$ cat src/rtl/axil_pkg.sv
// Shared definitions for the AXI-Lite master: FSM states, AXI response codes,
// default protection bits and a response classification helper.
package axil_pkg;

  typedef enum logic [2:0] {
    ST_IDLE  = 3'd0,
    ST_WRITE = 3'd1,
    ST_WRESP = 3'd2,
    ST_RADDR = 3'd3,
    ST_RDATA = 3'd4,
    ST_RESP  = 3'd5
  } axil_state_t;

  localparam logic [1:0] RESP_OKAY   = 2'b00;
  localparam logic [1:0] RESP_EXOKAY = 2'b01;
  localparam logic [1:0] RESP_SLVERR = 2'b10;
  localparam logic [1:0] RESP_DECERR = 2'b11;

  localparam logic [2:0] PROT_DEFAULT = 3'b000;

  function automatic logic resp_is_err(input logic [1:0] resp);
    return (resp != RESP_OKAY);
  endfunction

endpackage

$ cat src/rtl/axil_master.sv
// Single-outstanding AXI4-Lite master bridging a simple cmd/rsp handshake.
// Define AXIL_MASTER_ERRCNT_EN to add the saturating err_count output.
module axil_master
  import axil_pkg::*;
#(
  parameter int DATA_WIDTH = 32,
  parameter int ADDR_WIDTH = 5,
  parameter int STRB_WIDTH = DATA_WIDTH / 8
) (
  input  logic                  clk,
  input  logic                  rst,

  input  logic                  cmd_valid,
  output logic                  cmd_ready,
  input  logic                  cmd_write,
  input  logic [ADDR_WIDTH-1:0] cmd_addr,
  input  logic [DATA_WIDTH-1:0] cmd_wdata,
  input  logic [STRB_WIDTH-1:0] cmd_wstrb,

  output logic                  rsp_valid,
  input  logic                  rsp_ready,
  output logic                  rsp_write,
  output logic [DATA_WIDTH-1:0] rsp_rdata,
  output logic [1:0]            rsp_resp,

  output logic [ADDR_WIDTH-1:0] m_axil_awaddr,
  output logic [2:0]            m_axil_awprot,
  output logic                  m_axil_awvalid,
  input  logic                  m_axil_awready,
  output logic [DATA_WIDTH-1:0] m_axil_wdata,
  output logic [STRB_WIDTH-1:0] m_axil_wstrb,
  output logic                  m_axil_wvalid,
  input  logic                  m_axil_wready,
  input  logic [1:0]            m_axil_bresp,
  input  logic                  m_axil_bvalid,
  output logic                  m_axil_bready,
  output logic [ADDR_WIDTH-1:0] m_axil_araddr,
  output logic [2:0]            m_axil_arprot,
  output logic                  m_axil_arvalid,
  input  logic                  m_axil_arready,
  input  logic [DATA_WIDTH-1:0] m_axil_rdata,
  input  logic [1:0]            m_axil_rresp,
  input  logic                  m_axil_rvalid,
  output logic                  m_axil_rready
`ifdef AXIL_MASTER_ERRCNT_EN
  ,
  output logic [15:0]           err_count
`endif
);

  axil_state_t           state_r;
  logic                  cmd_ready_r;
  logic                  write_r;
  logic [ADDR_WIDTH-1:0] addr_r;
  logic [DATA_WIDTH-1:0] wdata_r;
  logic [STRB_WIDTH-1:0] wstrb_r;
  logic                  awvalid_r;
  logic                  wvalid_r;
  logic                  bready_r;
  logic                  arvalid_r;
  logic                  rready_r;
  logic                  rsp_valid_r;
  logic [DATA_WIDTH-1:0] rsp_rdata_r;
  logic [1:0]            rsp_resp_r;

  // A handshake channel counts as done once its valid has already dropped
  // or is being accepted this cycle.
  logic aw_done_s;
  logic w_done_s;

  assign aw_done_s = !awvalid_r || m_axil_awready;
  assign w_done_s  = !wvalid_r  || m_axil_wready;

  // Transaction FSM: captures the command, sequences AXI channels, holds response.
  always_ff @(posedge clk) begin
    if (!rst) begin
      state_r     <= ST_IDLE;
      cmd_ready_r <= 1'b1;
      write_r     <= 1'b0;
      addr_r      <= {ADDR_WIDTH{1'b0}};
      wdata_r     <= {DATA_WIDTH{1'b0}};
      wstrb_r     <= {STRB_WIDTH{1'b0}};
      awvalid_r   <= 1'b0;
      wvalid_r    <= 1'b0;
      bready_r    <= 1'b0;
      arvalid_r   <= 1'b0;
      rready_r    <= 1'b0;
      rsp_valid_r <= 1'b0;
      rsp_rdata_r <= {DATA_WIDTH{1'b0}};
      rsp_resp_r  <= 2'b00;
    end else begin
      case (state_r)
        ST_IDLE: begin
          if (cmd_valid && cmd_ready_r) begin
            cmd_ready_r <= 1'b0;
            write_r     <= cmd_write;
            addr_r      <= cmd_addr;
            wdata_r     <= cmd_wdata;
            wstrb_r     <= cmd_wstrb;
            if (cmd_write) begin
              state_r   <= ST_WRITE;
              awvalid_r <= 1'b1;
              wvalid_r  <= 1'b1;
            end else begin
              state_r   <= ST_RADDR;
              arvalid_r <= 1'b1;
            end
          end
        end
        ST_WRITE: begin
          if (awvalid_r && m_axil_awready) begin
            awvalid_r <= 1'b0;
          end
          if (wvalid_r && m_axil_wready) begin
            wvalid_r <= 1'b0;
          end
          if (aw_done_s && w_done_s) begin
            state_r  <= ST_WRESP;
            bready_r <= 1'b1;
          end
        end
        ST_WRESP: begin
          if (m_axil_bvalid && bready_r) begin
            state_r     <= ST_RESP;
            bready_r    <= 1'b0;
            rsp_valid_r <= 1'b1;
            rsp_rdata_r <= {DATA_WIDTH{1'b0}};
            rsp_resp_r  <= m_axil_bresp;
          end
        end
        ST_RADDR: begin
          if (arvalid_r && m_axil_arready) begin
            state_r   <= ST_RDATA;
            arvalid_r <= 1'b0;
            rready_r  <= 1'b1;
          end
        end
        ST_RDATA: begin
          if (m_axil_rvalid && rready_r) begin
            state_r     <= ST_RESP;
            rready_r    <= 1'b0;
            rsp_valid_r <= 1'b1;
            rsp_rdata_r <= m_axil_rdata;
            rsp_resp_r  <= m_axil_rresp;
          end
        end
        ST_RESP: begin
          if (rsp_valid_r && rsp_ready) begin
            state_r     <= ST_IDLE;
            rsp_valid_r <= 1'b0;
            cmd_ready_r <= 1'b1;
          end
        end
        default: begin
          state_r     <= ST_IDLE;
          cmd_ready_r <= 1'b1;
          awvalid_r   <= 1'b0;
          wvalid_r    <= 1'b0;
          bready_r    <= 1'b0;
          arvalid_r   <= 1'b0;
          rready_r    <= 1'b0;
          rsp_valid_r <= 1'b0;
        end
      endcase
    end
  end

`ifdef AXIL_MASTER_ERRCNT_EN
  logic [15:0] err_cnt_r;
  logic        err_hit_s;

  assign err_hit_s = ((state_r == ST_WRESP) && m_axil_bvalid && bready_r &&
                      resp_is_err(m_axil_bresp)) ||
                     ((state_r == ST_RDATA) && m_axil_rvalid && rready_r &&
                      resp_is_err(m_axil_rresp));

  // Saturating count of non-OKAY responses accepted from the slave.
  always_ff @(posedge clk) begin
    if (!rst) begin
      err_cnt_r <= 16'h0000;
    end else if (err_hit_s && (err_cnt_r != 16'hFFFF)) begin
      err_cnt_r <= err_cnt_r + 16'h0001;
    end
  end

  assign err_count = err_cnt_r;
`endif

  assign cmd_ready      = cmd_ready_r;
  assign rsp_valid      = rsp_valid_r;
  assign rsp_write      = write_r;
  assign rsp_rdata      = rsp_rdata_r;
  assign rsp_resp       = rsp_resp_r;
  assign m_axil_awaddr  = addr_r;
  assign m_axil_awprot  = PROT_DEFAULT;
  assign m_axil_awvalid = awvalid_r;
  assign m_axil_wdata   = wdata_r;
  assign m_axil_wstrb   = wstrb_r;
  assign m_axil_wvalid  = wvalid_r;
  assign m_axil_bready  = bready_r;
  assign m_axil_araddr  = addr_r;
  assign m_axil_arprot  = PROT_DEFAULT;
  assign m_axil_arvalid = arvalid_r;
  assign m_axil_rready  = rready_r;

endmodule

$ cat config.mk
export PLATFORM = sky130hd
export DESIGN_NAME = axil_master
export DESIGN_NICKNAME = d
export VERILOG_FILES = /design/src/rtl/axil_pkg.sv /design/src/rtl/axil_master.sv
export SDC_FILE = /design/constraint.sdc
export NUM_CORES = 1
export LEC_CHECK = 0
export ABC_AREA = 1
export BUFFER_PORTS_ARGS = -buffer_cell sky130_fd_sc_hd__buf_2
export CORE_MARGIN = 1.5
export CORE_UTILIZATION = 49
export DETAILED_ROUTE_END_ITERATION = 6
export PLACE_DENSITY = 0.85
export SLEW_MARGIN = 15
export SYNTH_ARGS = -nofsm -noshare
export SYNTH_HDL_FRONTEND = slang
export SYNTH_SLANG_ARGS = --single-unit
export TNS_END_PERCENT = 30
$ cat constraint.sdc
create_clock -name clk -period 4.2 [get_ports clk]
set_clock_uncertainty 0.15 [all_clocks]
set_input_delay 0.42 -clock clk [delete_from_list [all_inputs] [get_ports clk]]
set_output_delay 0.42 -clock clk [all_outputs]
set_load 0.03 [all_outputs]
# == After elaboration in Yosys (flattened, before gate mapping) ==
# Cells that the tools add are included.
# W data, S select, Z words.
# totals
register_bits,86
input_bits,87
# op_classes
n_eq_ne,15
mux,37
bitwise_logic,6
n_reduce_logical,30
# ops
op,n
$mux W32,2
$pmux W32 S2,1
$ne A2 B2 Y1 const B,10
$reduce_or A4 Y1,5
$mux W3,6
$pmux W1 S3,6
$pmux W3 S6,1
$mux W1,16
$reduce_and A4 Y1,4
$reduce_and A3 Y1,4
$logic_and A1 B1 Y1,8
$eq A3 B2 Y1 const B,2
$eq A3 B3 Y1 const B,2
$mux W2,3
$not A1 Y1,6
$reduce_and A6 Y1,1
$pmux W1 S4,1
$pmux W2 S2,1
$eq A3 B1 Y1 const B,1
$logic_not A3 Y1,1
$reduce_or A3 Y1,1
$logic_not A1 Y1,2
$logic_or A1 B1 Y1,2
$reduce_and A2 Y1,1
$reduce_bool A2 Y1,1

# == Depth between registers and ports, before layout ==
# Gate-level depths: netlist of run 1.
# logic_depth
word_depth,5
depth_mapped,10
ltp_nobuf,10

# == Least setup slack after synthesis of run 1 ==
# OpenSTA, ideal clock, no wires.
# synth_path
kind,register to register
from,reg rready_r (netlist: m_axil_rready)
to,reg rsp_resp_r[0] (netlist: rsp_resp[0])
arrival_ns,1.243
required_time_ns,3.934
setup_slack_ns,2.691
path_stages_with_launch,9
path_buffers,1
period_less_slack_ns,1.509
path_cell_list,dfxtp_1 > nand2_1 > nand3_1 > nand2_2 > nor2_4 > inv_4 > buf_6 > nor2_1 > nor2_1
# synth_between
elab_chain_cells,3
# synth_rtl
item,line,text
start: declaration,axil_master.sv:61,logic rready_r;
start signal: assignment,axil_master.sv:87,rready_r <= 1'b0;
start signal: assignment,axil_master.sv:135,rready_r <= 1'b1;
start signal: assignment,axil_master.sv:141,rready_r <= 1'b0;
$logic_and A1 B1 Y1,axil_master.sv:139,if (m_axil_rvalid && rready_r) begin
$ne A2 B2 Y1 (no source line),n/a,
$reduce_and A3 Y1 (no source line),n/a,
end signal: assignment,axil_master.sv:128,rsp_resp_r <= m_axil_bresp;
end signal: assignment,axil_master.sv:144,rsp_resp_r <= m_axil_rresp;
end: declaration,axil_master.sv:64,logic [1:0] rsp_resp_r;
# Every way passes these cells.
# A chain may end at the register's enable or synchronous reset.

# == Worst setup path in the final report of run 1 ==
# layout_path
from,reg state_r[1]
to,reg wdata_r[7] (netlist: m_axil_wdata[7])
# layout_between
elab_chain_cells,2
# layout_rtl
item,line,text
start: declaration,axil_master.sv:51,axil_state_t state_r;
start signal: assignment,axil_master.sv:77,state_r <= ST_IDLE;
start signal: assignment,axil_master.sv:101,state_r <= ST_WRITE;
start signal: assignment,axil_master.sv:105,state_r <= ST_RADDR;
$logic_not A3 Y1,axil_master.sv:92,case (state_r)
$reduce_and A2 Y1 (no source line),n/a,
end signal: assignment,axil_master.sv:81,wdata_r <= {DATA_WIDTH{1'b0}};
end signal: assignment,axil_master.sv:98,wdata_r <= cmd_wdata;
end: declaration,axil_master.sv:55,logic [DATA_WIDTH-1:0] wdata_r;
# Every way passes these cells.

==> flow_summary.json, run 1 <==
{
  "drive_above_1_share_pct": 32.6,
  "cts_hold_buf": 0,
  "synthXorXnorAreaFrac_pct": 0,
  "min_period_ps": 2550,
  "slowest_delay_ps": 650,
  "startpoint_type": "register",
  "dp.cells": 708,
  "fmax_ghz": 0.393,
  "cp_cell_sequence": "nor2_4, nand2_1, inv_2, nand2_2, nand2_1, a21oi_1",
  "synth-compound-area-share_pct": 12.3,
  "hp-start": "cmd_addr[0]",
  "vdd_drop_max_mv": 0.331,
  "synthMuxAreaShare_pct": 0,
  "leakagePower_nw": 2.14,
  "netlist.area_leader.share_pct": 48.8,
  "regArea_sq_um": 1720,
  "syn_area_sq_um": 3530,
  "cp_max_fo": 45,
  "grt_max_degree": 46,
  "core_sq_um": 6870,
  "met2_wirelength_um": 4510,
  "yosys-top-cells-count": "112 x nand2_1, 86 x dfxtp_1, 83 x nand3_1",
  "critPathCaptureType": "register",
  "yosysSeqAreaShare_pct": 48.8,
  "grt-ovfl-total": 0,
  "dpl.hpwl_um": 6410,
  "synthMostInstantiatedCell": "nand2_1",
  "slew-limit-headroom_pct": 36.4,
  "avgSynthCellArea_sq_um": 7.48,
  "root_buffer": "clkbuf_8",
  "slew_violations": 0,
  "die_area_sq_um": 7720,
  "synthAdderAreaFrac_pct": 0.709,
  "synthArstFlopShare_pct": 0,
  "yosysTopAreaCell": "dfxtp_1",
  "ant_nets": 0,
  "hold_path_class": "in -> reg",
  "synth_cell_types": 22,
  "antenna_found_initial": 0,
  "synthSimpleGateAreaFrac_pct": 29.0,
  "start_util_pct": 51.4,
  "highest_layer": "met4",
  "avgViaCountPerCell": 5.02,
  "drc": 0,
  "finish.utilization_pct": 65.6,
  "fillers": 615,
  "clk_latency_ps": 330,
  "worstSetupStartpoint": "state_r[1]",
  "maxCapViolCount": 0,
  "syn_inst": 472,
  "grt_pass1_wl_um": 13900,
  "status": "completed",
  "synth-main-ff-cell": "dfxtp_1",
  "cpMostUsedCell": "nand2_1",
  "cts_resized": 0,
  "final_cells": 724,
  "path_clk_slew_ps": 90,
  "met1_length_um": 3900,
  "dr.pass1.iters": 4,
  "clock_path_buffers": 2,
  "yosys-top-cells-area": "dfxtp_1 49%, nand2_1 12%, nand3_1 12%, a21oi_1 11%, nor2_1 3.1%",
  "post_cts_buffers": 0,
  "tns_ps": 0,
  "num_io_pins": 181,
  "final.period_utilization_pct": 60.6,
  "num_rows": 30,
  "diodes": 0,
  "setup_viol": 0,
  "die_w_um": 87.9,
  "grt.total_usage_pct": 22.6,
  "synth-seq-cells": 86,
  "htree_levels": 3,
  "post_drt_wl_per_cell_um": 12.8,
  "critPathSlowestCell": "nand2_2",
  "die_h_um": 87.9,
  "critical_path_class": "reg -> reg",
  "yosysWarnings": 0,
  "arrival_ps": 2600,
  "port_buffers": 174,
  "cts_made_buffers": 9,
  "holdWs_ps": 192,
  "power_density_nw_per_um2": 710,
  "rsz0062_at_grt": "false",
  "grt_pass1_vias": 3170,
  "cts.sinks": 86,
  "hold_viol": 0,
  "worst_slew_pin_slew_ps": 948,
  "place_congestion": 0.862,
  "drt-total-wl_um": 9280,
  "synth_edf_count": 0,
  "cts_tree": "built",
  "synthToLayoutAreaGrowth_pct": 27.8,
  "route.met3.wl_um": 785,
  "vias": 3632,
  "multiInputGateArea_sq_um": 1510,
  "nets": 712,
  "drt_iter0_drc": 96,
  "r2r_start": "state_r[1]",
  "crit_required_ps": 4250,
  "synth_top_family_by_area": "simple AND/OR/NAND/NOR gates"
}
[power by group]
part	switching (mW)	total, mW	leakage (nW)	internal [mW]
logic	1.11	1.52	1.35	0.417
clock network	0.297	0.577	0.0895	0.280
registers	0.112	1.10	0.700	0.991
total	1.52	3.20	2.14	1.69
[registers in the layout, indices dropped and copies added (netlist names)]
register / count
cmd_ready: 1
m_axil_araddr: 5
m_axil_arvalid: 1
m_axil_awvalid: 1
m_axil_bready: 1
m_axil_rready: 1
m_axil_wdata: 32
m_axil_wstrb: 4
m_axil_wvalid: 1
rsp_rdata: 32
rsp_resp: 2
rsp_valid: 1
rsp_write: 1
state_r: 3
[per-layer routing]
| metal | global-route usage, % | vias up |
|---|---|---|
| li1 | - | 1839 |
| met1 | 27.0 | 1628 |
| met2 | 39.1 | 157 |
| met3 | 6.03 | 8 |
| met4 | 8.08 | 0 |
| met5 | 0 | - |
[worst paths after layout]
kind | to | slack [ps] | cells past startpoint
max | m_axil_wdata[7] | 1650 | 6
min | m_axil_araddr[0] | 190 | 3
max reg2reg | m_axil_wdata[7] | 1650 | 6
min reg2reg | m_axil_bready | 310 | 2
[worst max-delay path: cells and delay by family (launching register included)]
| family | cells | cell delay [ps] |
|---|---|---|
| AO/OA/AOI/OAI | 1 | 90 |
| buffers and inverters | 1 | 540 |
| AND/OR/NAND/NOR | 4 | 1200 |
| flip-flops | 1 | 410 |
[area by class of cell]
cell class	instances	area share [%]
sequential	86	38.2
inverter	20	1.72
clock inverter	6	1.55
timing repair buffer	176	19.6
tap	96	2.66
multi-input combinational	330	33.4
clock buffer	10	2.83
[stage by stage]
step                setup WS (ps)  power [mW]  cell area (sq um)
floorplan                    2690        2.34               3550
global placement             1740        2.60               4310
detailed placement           1690        2.63               4310
CTS                          1660        3.21               4510
global route                 1410        3.42               4510
finish                       1650        3.20               4510
[kinds of logic after synthesis]
kind of cell | count (synthesis)
AND/OR/NAND/NOR | 235
flip-flops | 86
other | 1
AO/OA/AOI/OAI | 87
adder cells (fa/ha/maj) | 2
buffers and inverters | 61
[placed cells by master (no fill, tap or decap), types with 2 or more instances in the layout]
cell / instances
o21ai_0: 7
nor2_4: 2
inv_2: 5
nand2_2: 4
dfxtp_1: 86
buf_4: 2
nor2_1: 29
nor2_2: 2
ha_1: 2
conb_1: 6
inv_1: 12
clkinvlp_4: 3
inv_6: 2
clkbuf_8: 9
nand2_1: 112
nand3_1: 83
clkinv_1: 2
buf_2: 174
a21oi_1: 80
Power figures use the tool's default switching activity.
==> inputs of run 2 (changes only) <==
Settings changed: ABC_AREA 1 to 0, CORE_UTILIZATION 49 to 40, PLACE_DENSITY 0.85 to 0.75.
Clock period 4.2 ns to 2.2 ns, I/O delays scaled along.
==> flow_summary.json, run 2 <==
{
  "grt-ovfl-total": 0,
  "netlist.area_leader.share_pct": 50.7,
  "syn_area_sq_um": 3400,
  "fillers": 659,
  "power_density_nw_per_um2": 1010,
  "core_sq_um": 8220,
  "drt_iter0_drc": 162,
  "yosysTopAreaCell": "dfxtp_1",
  "htree_levels": 3,
  "antenna_found_initial": 0,
  "num_rows": 33,
  "post_drt_wl_per_cell_um": 13.7,
  "path_clk_slew_ps": 90,
  "min_period_ps": 1920,
  "cts_tree": "built",
  "cts_resized": 0,
  "syn_inst": 394,
  "multiInputGateArea_sq_um": 1440,
  "nets": 718,
  "grt_pass1_vias": 3457,
  "clk_latency_ps": 340,
  "post_cts_buffers": 0,
  "vias": 3654,
  "grt_pass1_wl_um": 15900,
  "drc": 0,
  "synth_top_family_by_area": "compound AO/OA/AOI/OAI gates",
  "synth-compound-area-share_pct": 20.2,
  "critical_path_class": "reg -> reg",
  "mostFrequentLayoutCells": "174 x buf_2, 91 x nand2_1, 86 x dfxtp_1",
  "finish.utilization_pct": 63.5,
  "synth-seq-cells": 86,
  "slew-limit-headroom_pct": 40.4,
  "die_area_sq_um": 9050,
  "vdd_drop_max_mv": 0.464,
  "root_buffer": "clkbuf_8",
  "synthMostInstantiatedCell": "nand2_1",
  "startpoint_type": "register",
  "synthAdderAreaFrac_pct": 0.737,
  "die_h_um": 95.2,
  "grt_max_degree": 48,
  "status": "completed",
  "synthSimpleGateAreaFrac_pct": 19.6,
  "maxCapViolCount": 0,
  "avgSynthCellArea_sq_um": 8.62,
  "die_w_um": 95.2,
  "tns_ps": 0,
  "synthMuxAreaShare_pct": 0.958,
  "fmax_ghz": 0.522,
  "slew_violations": 0,
  "hold_viol": 0,
  "cp_max_fo": 36,
  "clock_path_buffers": 2,
  "synthXorXnorAreaFrac_pct": 0,
  "yosysWarnings": 0,
  "arrival_ps": 2050,
  "num_io_pins": 181,
  "diodes": 0,
  "yosysSeqAreaShare_pct": 50.7,
  "cts.sinks": 86,
  "yosys-top-cells-area": "dfxtp_1 51%, nand2_1 10%, a22oi_1 7.1%, a21oi_1 6.5%, nor2_1 4.1%",
  "grt.total_usage_pct": 22.2,
  "hold_path_class": "in -> reg",
  "place_congestion": 0.877,
  "port_buffers": 174,
  "yosys-top-cells-count": "91 x nand2_1, 86 x dfxtp_1, 44 x a21oi_1",
  "start_util_pct": 41.3,
  "design_area_sq_um": 5220,
  "leakagePower_nw": 2.43,
  "worst_slew_pin_slew_ps": 891,
  "rsz0062_at_grt": "false",
  "place_area_sq_um": 4280,
  "final_common_cell": "buf_2",
  "synthArstFlopShare_pct": 0,
  "dpl.hpwl_um": 6150,
  "synth-main-ff-cell": "dfxtp_1",
  "drt-total-wl_um": 10100,
  "synth_cell_types": 40,
  "synthToLayoutAreaGrowth_pct": 53.5,
  "final.period_utilization_pct": 87.2,
  "synth_edf_count": 0,
  "drive_above_1_share_pct": 33.4,
  "regArea_sq_um": 1720,
  "setup_viol": 0,
  "crit_required_ps": 2340,
  "ant_nets": 0,
  "dr.pass1.iters": 5,
  "avgViaCountPerCell": 4.94,
  "cts_made_buffers": 9,
  "critPathCaptureType": "register"
}
## run 2: cell count changes after synthesis, moves of 5 or more
cell,delta
nor2_1,+8
nand3_1,-77
a21oi_1,-36
inv_1,-8
a22oi_1,+32
nand2_1,-21
buf_2,-5
## run 2: report_power, final
group	total, mW	internal [mW]	leakage [nW]	switching, mW
logic	2.20	0.776	1.64	1.43
clock network	1.10	0.526	0.0879	0.575
registers	1.97	1.81	0.699	0.159
## run 2: cell type report
type / count / area share [%]
inverters: 6 / 0.432
clock buffers: 9 / 2.38
flip-flops and latches: 86 / 33.0
repair buffers: 257 / 32.7
well taps: 105 / 2.52
clock inverters: 7 / 1.42
multi-input cells: 269 / 27.6
## run 2: per-stage QoR
stage / hold slack [ps] / instances / total power [mW] / setup WS, ps
2_1_floorplan: 206 / 399 / 3.56 / 565
3_3_place_gp: 289 / 649 / 4.02 / 400
3_5_place_dp: 295 / 649 / 4.09 / 346
4_1_cts: 51.0 / 739 / 5.29 / 332
5_1_grt: 65.3 / 739 / 5.62 / 87.7
6_report: 66.8 / 739 / 5.27 / 283
## run 2: final timing paths
| check | from | end | slack, ps | cells after the start |
|---|---|---|---|---|
| worst min-delay path | m_axil_rresp[1] | rsp_resp[1] | 70 | 3 |
| worst min register to register | m_axil_wstrb[3] | m_axil_wstrb[3] | 300 | 2 |
| worst max-delay path | state_r[2] | rsp_rdata[15] | 280 | 4 |
| worst max register to register | state_r[2] | rsp_rdata[15] | 280 | 4 |
## run 2: per-layer routing
metal / track usage [%] / up-vias / part of all wire (%)
met5: 0 / - / 0
met1: 25.3 / 1644 / 41
met3: 6.78 / 18 / 9.2
li1: - / 1799 / -
met4: 10.1 / 0 / 1.6
met2: 38.1 / 193 / 48
## run 2: worst max-delay path, cell delays in order (launching register included)
cell and delay, ps:
dfxtp_1 390, and4b_1 240, o21ai_4 720, a22oi_1 190, nor2_1 160
## run 2: cells by family (layout without fill, tap and decap cells)
| kind of cell | count (synthesis) | after routing |
|---|---|---|
| DFF | 86 | 86 |
| and+or+nand+nor | 154 | 154 |
| buffers and inverters | 44 | 279 |
| other | 1 | 6 |
| adders and majority gates | 2 | 2 |
| muxes | 3 | 3 |
| AOI/OAI and AO/OA | 104 | 104 |
## run 2: what timing repair did
action | CTS | global route
hold buffers | 74 | 0
endpoints found under the hold margin | 74 | 0
endpoints found under the setup margin | 0 | 0
